**config.mk**
```make
export PLATFORM = sky130hd
export DESIGN_NAME = dmem_lsu
export DESIGN_NICKNAME = d
export VERILOG_FILES = /design/src/rtl/dmem_pkg.sv /design/src/rtl/dmem_load_fmt.sv /design/src/rtl/dmem_lsu.sv
export SDC_FILE = /design/constraint.sdc
export NUM_CORES = 2
export LEC_CHECK = 0
export CORE_MARGIN = 2
export CORE_UTILIZATION = 52
export DETAILED_ROUTE_END_ITERATION = 8
export PLACE_DENSITY = 0.71
export RECOVER_POWER = 100
export SLEW_MARGIN = 20
export SYNTH_ARGS = -nofsm -noshare
export SYNTH_HDL_FRONTEND = slang
export SYNTH_SLANG_ARGS = --single-unit
```
**constraint.sdc**
```tcl
create_clock -name clk -period 4.2 [get_ports clk]
set_input_delay 0.84 -clock clk [delete_from_list [all_inputs] [get_ports clk]]
set_output_delay 0.84 -clock clk [all_outputs]
set_load 0.01 [all_outputs]
```
**src/rtl/dmem_pkg.sv**
```systemverilog
// Shared encodings for the MEM-stage load/store unit: funct3 access widths
// and fault cause codes.
package dmem_pkg;

  localparam logic [2:0] F3_B  = 3'b000;
  localparam logic [2:0] F3_H  = 3'b001;
  localparam logic [2:0] F3_W  = 3'b010;
  localparam logic [2:0] F3_BU = 3'b100;
  localparam logic [2:0] F3_HU = 3'b101;

  typedef enum logic [1:0] {
    CAUSE_NONE     = 2'b00,
    CAUSE_MISALIGN = 2'b01,
    CAUSE_RANGE    = 2'b10,
    CAUSE_ILLEGAL  = 2'b11
  } cause_e;

endpackage

```
**src/rtl/dmem_load_fmt.sv**
```systemverilog
// Load formatter: picks the addressed byte/halfword out of a memory word and
// sign- or zero-extends it to 32 bits according to funct3.
module dmem_load_fmt
  import dmem_pkg::*;
(
  input  logic [31:0] word,
  input  logic [1:0]  lane,
  input  logic [2:0]  funct3,
  output logic [31:0] result
);

  logic [7:0]  byte_sel;
  logic [15:0] half_sel;

  always_comb begin
    byte_sel = word[{lane, 3'b000} +: 8];
    half_sel = lane[1] ? word[31:16] : word[15:0];
    result   = '0;
    case (funct3)
      F3_B:    result = {{24{byte_sel[7]}}, byte_sel};
      F3_H:    result = {{16{half_sel[15]}}, half_sel};
      F3_W:    result = word;
      F3_BU:   result = {24'h0, byte_sel};
      F3_HU:   result = {16'h0, half_sel};
      default: result = '0;
    endcase
  end

endmodule

```
**src/rtl/dmem_lsu.sv**
```systemverilog
// MEM-stage data memory with RISC-V B/H/W stores, sign/zero-extending loads,
// optional registered read and a sticky fault capture register.
module dmem_lsu
  import dmem_pkg::*;
#(
  parameter int DEPTH_WORDS  = 64,
  parameter int ADDR_W       = 32,
  parameter int READ_LATENCY = 1
) (
  input  logic              clk,
  input  logic              reset,
  input  logic              we,
  input  logic              re,
  input  logic [2:0]        funct3,
  input  logic [ADDR_W-1:0] a,
  input  logic [31:0]       wd,
  output logic [31:0]       rd,
  output logic              rd_valid,
  output logic              fault,
  output logic [ADDR_W-1:0] fault_addr,
  output logic [1:0]        fault_cause,
  input  logic              fault_clr
);

  localparam int IDX_W = $clog2(DEPTH_WORDS);
  localparam logic [ADDR_W-3:0] DEPTH_LIM = (ADDR_W-2)'(DEPTH_WORDS);

  // Zero at elaboration; reset deliberately leaves the contents alone.
  logic [31:0] mem [DEPTH_WORDS] = '{default: '0};

  logic [IDX_W-1:0] idx;
  logic [1:0]       lane;
  logic             ld_legal, st_legal;
  logic             misalign, out_range;
  cause_e           ld_cause, st_cause, acc_cause;
  logic             st_ok, ld_ok, acc_err;
  logic [3:0]       wmask;
  logic [31:0]      wdata;
  logic [31:0]      rd_word, ld_data;

  assign idx  = a[IDX_W+1:2];
  assign lane = a[1:0];

  // Stores only accept the signed widths; BU/HU are load-only encodings.
  always_comb begin
    ld_legal = 1'b0;
    st_legal = 1'b0;
    case (funct3)
      F3_B, F3_H, F3_W: begin
        ld_legal = 1'b1;
        st_legal = 1'b1;
      end
      F3_BU, F3_HU: ld_legal = 1'b1;
      default: ;
    endcase
  end

  always_comb begin
    misalign = 1'b0;
    if (funct3 == F3_H || funct3 == F3_HU) misalign = a[0];
    else if (funct3 == F3_W)               misalign = |a[1:0];
  end

  assign out_range = (a[ADDR_W-1:2] >= DEPTH_LIM);

  function automatic cause_e classify(input logic legal, input logic mis,
                                      input logic oor);
    if (!legal)   return CAUSE_ILLEGAL;
    else if (mis) return CAUSE_MISALIGN;
    else if (oor) return CAUSE_RANGE;
    else          return CAUSE_NONE;
  endfunction

  assign ld_cause = classify(ld_legal, misalign, out_range);
  assign st_cause = classify(st_legal, misalign, out_range);
  assign st_ok    = we && (st_cause == CAUSE_NONE);
  assign ld_ok    = re && (ld_cause == CAUSE_NONE);

  // Store-side cause dominates when both fire; it is never of lower priority.
  always_comb begin
    acc_cause = CAUSE_NONE;
    if (we && st_cause != CAUSE_NONE)      acc_cause = st_cause;
    else if (re && ld_cause != CAUSE_NONE) acc_cause = ld_cause;
  end
  assign acc_err = (acc_cause != CAUSE_NONE);

  always_comb begin
    wmask = 4'b0000;
    wdata = {4{wd[7:0]}};
    case (funct3)
      F3_B: wmask = 4'b0001 << lane;
      F3_H: begin
        wmask = a[1] ? 4'b1100 : 4'b0011;
        wdata = {2{wd[15:0]}};
      end
      F3_W: begin
        wmask = 4'b1111;
        wdata = wd;
      end
      default: ;
    endcase
  end

  // The array ignores reset: a clean store in the reset cycle still lands.
  always_ff @(posedge clk) begin
    if (st_ok) begin
      for (int l = 0; l < 4; l++) begin
        if (wmask[l]) mem[idx][8*l +: 8] <= wdata[8*l +: 8];
      end
    end
  end

  assign rd_word = mem[idx];

  dmem_load_fmt u_fmt (
    .word   (rd_word),
    .lane   (lane),
    .funct3 (funct3),
    .result (ld_data)
  );

  // rd_valid qualifies rd for exactly one cycle per good load; there is no
  // back-pressure, the consumer must take rd whenever rd_valid is high.
  generate
    if (READ_LATENCY == 0) begin : g_comb_read
      assign rd       = ld_ok ? ld_data : 32'h0;
      assign rd_valid = ld_ok;
    end else begin : g_reg_read
      logic [31:0] rd_q;
      logic        rd_valid_q;

      // Array read sees pre-write contents, giving read-before-write.
      always_ff @(posedge clk) begin
        if (reset) begin
          rd_q       <= '0;
          rd_valid_q <= 1'b0;
        end else if (re) begin
          rd_q       <= ld_ok ? ld_data : 32'h0;
          rd_valid_q <= ld_ok;
        end else begin
          rd_valid_q <= 1'b0;
        end
      end

      assign rd       = rd_q;
      assign rd_valid = rd_valid_q;
    end
  endgenerate

  logic              fault_q;
  logic [ADDR_W-1:0] fault_addr_q;
  cause_e            fault_cause_q;

  // A new error in the clear cycle is captured rather than dropped.
  always_ff @(posedge clk) begin
    if (reset) begin
      fault_q       <= 1'b0;
      fault_addr_q  <= '0;
      fault_cause_q <= CAUSE_NONE;
    end else if (acc_err && (!fault_q || fault_clr)) begin
      fault_q       <= 1'b1;
      fault_addr_q  <= a;
      fault_cause_q <= acc_cause;
    end else if (fault_clr) begin
      fault_q       <= 1'b0;
      fault_addr_q  <= '0;
      fault_cause_q <= CAUSE_NONE;
    end
  end

  assign fault       = fault_q;
  assign fault_addr  = fault_addr_q;
  assign fault_cause = fault_cause_q;

endmodule

```
### Word-level counts from Yosys, hierarchy flattened

Memories as Yosys holds them, arrays and structs flattened.
Index checks and enable logic that the tools add are counted.

| cells by class | value |
|---|---|
| $lt $le $gt $ge | 1 |
| eq/ne operators | 4 |
| shift operators | 2 |
| mux-type cells | 34 |
| bitwise logic cells | 1 |
| reduce and logical (&&, ||, !) cells | 19 |

Operators with widths:

| operator | count |
|---|---|
| $pmux W32 S5 | 1 |
| $mux W32 | 3 |
| $pmux W32 S2 | 1 |
| $shiftx A32 B6 Y8 | 1 |
| $ge A30 B7 Y1 const B | 1 |
| $mux W1 | 18 |
| $mux W16 | 1 |
| $mux W2 | 8 |
| $pmux W4 S3 | 1 |
| $reduce_bool A2 Y1 | 4 |
| $eq A3 B3 Y1 const B | 2 |
| $logic_and A1 B1 Y1 | 5 |
| $reduce_or A5 Y1 | 1 |
| $logic_not A2 Y1 | 2 |
| $mux W4 | 1 |
| $reduce_or A2 Y1 | 2 |
| $shl A1 B2 Y4 const A | 1 |
| $eq A3 B1 Y1 const B | 1 |
| $eq A3 B2 Y1 const B | 1 |
| $logic_not A3 Y1 | 1 |
| $reduce_or A3 Y1 | 1 |
| $logic_or A1 B1 Y1 | 2 |
| $logic_not A1 Y1 | 1 |
| $not A1 Y1 | 1 |

| storage, ports and cells | value |
|---|---|
| bits in registers | 68 |
| bits in writable memories | 2048 |
| input bits | 72 |
| output and inout port bits | 68 |
| logic and storage cells | 67 |
| memories kept | 1 |

Memories:

| name | words | width | read ports | clocked after Yosys merged registers in | write ports | line | RTL |
|---|---|---|---|---|---|---|---|
| mem | 64 | 32 | 1 | 0 | 1 | dmem_lsu.sv:29 | `logic [31:0] mem [DEPTH_WORDS] = '{default: '0};` |

### Depth between registers and ports, before layout

| depth | value |
|---|---|
| word-level depth | 12 |
| depth in mapped cells | 16 |
| gate-level depth less buffers | 8 |

### Cells and area by module

Synthesis repeated with hierarchy kept, for this count alone.

| unflattened totals | value |
|---|---|
| cell total of the unflattened synthesis | 4764 |
| area, all modules | 83211.1 µm² |

By module, submodules not included:

| module | instances | cells an instance | area each (µm²) |
|---|---|---|---|
| dmem_lsu | 1 | 4656 | 82449.1 |
| dmem_load_fmt | 1 | 108 | 762.0 |

### Least setup slack after synthesis

Ideal clock, no wire load.

| timing | value |
|---|---|
| kind | input-to-reg |
| from | in funct3[0] |
| to | mem mem[0][28], data pin |
| arrival | 3.793 ns |
| path slack | -0.141 ns |
| stages | 7 |
| path through | clkbuf_1 -> nand2b_1 -> or2_2 -> clkbuf_1 -> buf_1 -> o22ai_1 -> a21oi_1 |

| on the way | value |
|---|---|
| word-level cells in the longest chain between the ends | 2 |
| elaborated cells between the ends (all ways) | 3 |

Ends and longest elaborated chain:

| item | line | RTL |
|---|---|---|
| start, declared | dmem_lsu.sv:14 | `input logic [2:0] funct3,` |
| $eq A3 B2 Y1 / $eq A3 B1 Y1 (equally long branches) | dmem_lsu.sv:90 | `case (funct3)` |
| $pmux W32 S2 (*) | dmem_lsu.sv:90 |  |
| named net wdata[28] | dmem_lsu.sv:38 | `logic [31:0] wdata;` |
| end, declared | dmem_lsu.sv:29 |  |

The timed path passes the listed nets; every way through them passes the cells marked *.

### Worst setup path after layout

| timing | value |
|---|---|
| from | in a[7] |
| to | mem mem[36][11] (enable) |

| on the way | value |
|---|---|
| word-level cells in the longest chain between the ends | 8 |

Ends and longest elaborated chain:

| item | line | RTL |
|---|---|---|
| start, declared | dmem_lsu.sv:15 | `input logic [ADDR_W-1:0] a,` |
| $ge A30 B7 Y1 | dmem_lsu.sv:64 | `assign out_range = (a[ADDR_W-1:2] >= DEPTH_LIM);` |
| $mux W2 | dmem_lsu.sv:70 | `else if (oor) return CAUSE_RANGE;` |
| $mux W2 | dmem_lsu.sv:69 | `else if (mis) return CAUSE_MISALIGN;` |
| $mux W2 | dmem_lsu.sv:68 | `if (!legal) return CAUSE_ILLEGAL;` |
| $logic_not A2 Y1 | dmem_lsu.sv:76 | `assign st_ok = we && (st_cause == CAUSE_NONE);` |
| $logic_and A1 B1 Y1 | dmem_lsu.sv:76 |  |
| $mux W1 | dmem_lsu.sv:106 | `if (st_ok) begin` |
| $mux W1 (implied by the code) | dmem_lsu.sv:108 | `if (wmask[l]) mem[idx][8*l +: 8] <= wdata[8*l +: 8];` |

Parallel ways exist; a longest one is shown, timed or not.

==> metrics.csv <==
metric,value,unit
clock-root-buffer,clkbuf_16,
peakVddDrop,0.000448,V
synth-simple-area-share,0.0534,
synth.net_count,5074,
startpoint_type,primary input,
nFillCells,11600,
die_y,404,microns
drt-pass1-iter-count,7,
cts_buffers,201,
violations,"capacitance limit, slew limit, setup timing",
synth.distinct_cells,82,
syn_avg_cell_area,16.6,sq um
cts-hold-fix-buffers,0,
finalHoldViolCount,0,
clockBufferDepth,3,
outcome,"finished, violations left",
row_count,146,
ys_warn_count,0,
whs,0.474,ns
muxShareOfSynthArea,0.0625,
die_x,404,microns
crit_path_max_fanout,9,
dp_slack,-0.589,ns
drc_errors,0,
worst_setup_path_end_kind,flop,
worst_ep_required_time,4.65,ns
criticalPathCategory,in -> reg,
final.setup_skew,0.0341,ns
finalSetupViolCount,56,
final_nets,5688,
synthesis.area,0.0831,sq mm
use_met3,0.118,
synth_top_family_by_area,compound AO/OA/AOI/OAI gates,
grt.busiest_layer,met2,
hpwlAfterDp,187,mm
hold_path_class,reg -> reg,
cts_tree,done,
synth_compound_area_frac,0.105,
p_per_area,461,mW/mm^2
most-common-layout-cells,"2,048 x edfxtp_1, 339 x nor2_1, 323 x clkbuf_1, 276 x buf_4, 248 x a22oi_1",
synthFlopType,edfxtp_1,
fin_crit_sh,1.02,
cap_viol_max_count,17,
cp_slowest_cell,dlygate4sd3_1,
grt_pass1_wl,389,mm
grtUsageMet1,0.451,
relSlewSlack,-1.04,
wl_per_cell,35.6,microns
drv_slew,874,
syn_inst,5002,
rsz0062_at_grt,no,
fin_area,0.0965,sq mm
finalWeightedCongestion,1.02,
cts_setup_buffers,0,
htree_levels,4,
post_cts_resized,0,
antenna_left,0,
grt_use_total,0.339,
tns,-3.22,ns
grt_max_degree,66,
yosys_register_bits,2116,
synth_xor_area_frac,0,
drive_above_1_share,0.168,
synth_edf_count,2048,
initial_core_util,0.524,
fin_crit,4.29,ns
layout_commonest_cell,edfxtp_1,
synth_adder_area_share,0,
p_leak,0.0309,uW
grt_pass1_vias,51200,
wirelength,280,mm
die-area,0.163,sq mm
dr_total_vias,54100,
io_pins,140,
cts.sinks,2116,
clock_latency,0.87,ns
crit_chain,"dlygate4sd3_1, buf_4, nand2b_1, clkbuf_1, nor2_1, clkbuf_1, nand2_1, nor2_1, clkbuf_1",
vias_per_cell,6.89,
placed_cell_area,0.0915,sq mm
critical-path-max-stage-delay,0.97,ns
core-area,0.159,sq mm
antenna_found_initial,11,
place.port_buffers,139,
setup_ws,-0.0915,ns
synthArstFlopShare,0,
area_delta_synth_final,16.1,%
grt_remaining_overflow,0,
use_met2,0.493,
drtIter0Drc,9487,
seq_area_frac_synth,0.756,
worst_pin_slew,3.06,ns
clk_pin_slew,0.06,ns
crit_top_cell,clkbuf_1,
max_freq,233,MHz
worstPathArrival,4.74,ns
-- per-layer routing --
layer / wire, microns / vias to the layer above
met1: 96700 / 27000
met4: 18300 / 20
met5: 153 / -
li1: - / 21600
met2: 121000 / 4568
met3: 43200 / 942
-- cells by family after synthesis --
| family | count (synthesis) |
|---|---|
| AOI/OAI and AO/OA | 1182 |
| buffers and inverters | 398 |
| DFF | 2116 |
| muxes | 403 |
| and+or+nand+nor | 903 |
-- power by group --
group | total [uW] | internal, uW | switching [uW]
registers | 23400 | 23400 | 11.7
logic | 3180 | 954 | 2230
clock network | 17900 | 10100 | 7870
total | 44500 | 34400 | 10100
-- path summary, 6_finish.rpt --
path                            slack, ns               endpoint             startpoint  cells after the start
worst max register to register       0.57    rd[18]$_SDFFE_PP0P_  mem[30][15]$_DFFE_PP_                     10
worst max-delay path                -0.09  mem[36][11]$_DFFE_PP_                   a[7]                      9
worst min-delay path                 0.47    rd[21]$_SDFFE_PP0P_    rd[21]$_SDFFE_PP0P_                      2
worst min register to register       0.47    rd[21]$_SDFFE_PP0P_    rd[21]$_SDFFE_PP0P_                      2
-- stage by stage --
step                 util  cells  power (uW)
global placement    0.577   7484       26800
floorplan               -   5002       25200
detailed placement  0.577   7485       26900
finish              0.609   7858       44500
CTS                 0.618   7852       44400
global route        0.609   7852       45300
-- Yosys cell counts, types with 9 or more instances --
cell	instances	area, sq um
nor3_1	14	70.1
nand2b_1	21	131
a21oi_1	172	861
o211ai_1	13	97.6
nand3b_1	72	541
o221ai_1	9	78.8
a222oi_1	10	100
nand2_1	242	908
buf_6	11	124
nand4_1	27	169
nor2b_1	11	68.8
a211oi_1	20	150
buf_2	135	676
dfxtp_1	68	1360
buf_4	31	233
o22ai_1	88	551
o22a_1	24	210
o21ai_0	104	521
a22o_1	52	455
nand3_1	46	230
a22oi_1	248	1860
a31oi_1	51	319
o2bb2ai_1	15	131
mux2_2	157	1770
a221o_1	73	731
mux2i_1	166	1660
nor4_1	15	93.8
o21a_1	12	90.1
nor4b_1	13	114
and4b_1	16	160
and4_1	9	78.8
inv_1	10	37.5
a2111oi_0	9	78.8
buf_1	43	161
and2_1	10	62.6
nor2_1	345	1290
mux4_2	76	1710
a32oi_1	13	114
clkbuf_1	165	619
or3b_2	17	149
edfxtp_1	2048	61500
a221oi_1	210	1840
-- sequential cells by signal, summed over array words and instances, names as in the netlist --
signal	flops
fault	1
fault_addr	32
rd	32
rd_valid	1
fault_cause	2
mem	2048
-- cell type report --
| type | count | area (sq um) | share of cell area |
|---|---|---|---|
| flip-flops and latches | 2116 | 62900 | 0.651 |
| multi-input cells | 2488 | 18600 | 0.193 |
| repair buffers | 796 | 5950 | 0.0616 |
| clock buffers | 251 | 5260 | 0.0545 |
| well taps | 2072 | 2590 | 0.0269 |
| clock inverters | 116 | 1170 | 0.0121 |
| inverters | 13 | 61.3 | 0.000635 |
| diodes | 6 | 15.0 | 0.000156 |
-- critical path, delay by kind of cell --
family,cells,cell delay [ns]
buf+inv,5,2.37
simple gates,4,1.51
(Power assumes the default switching activity.)
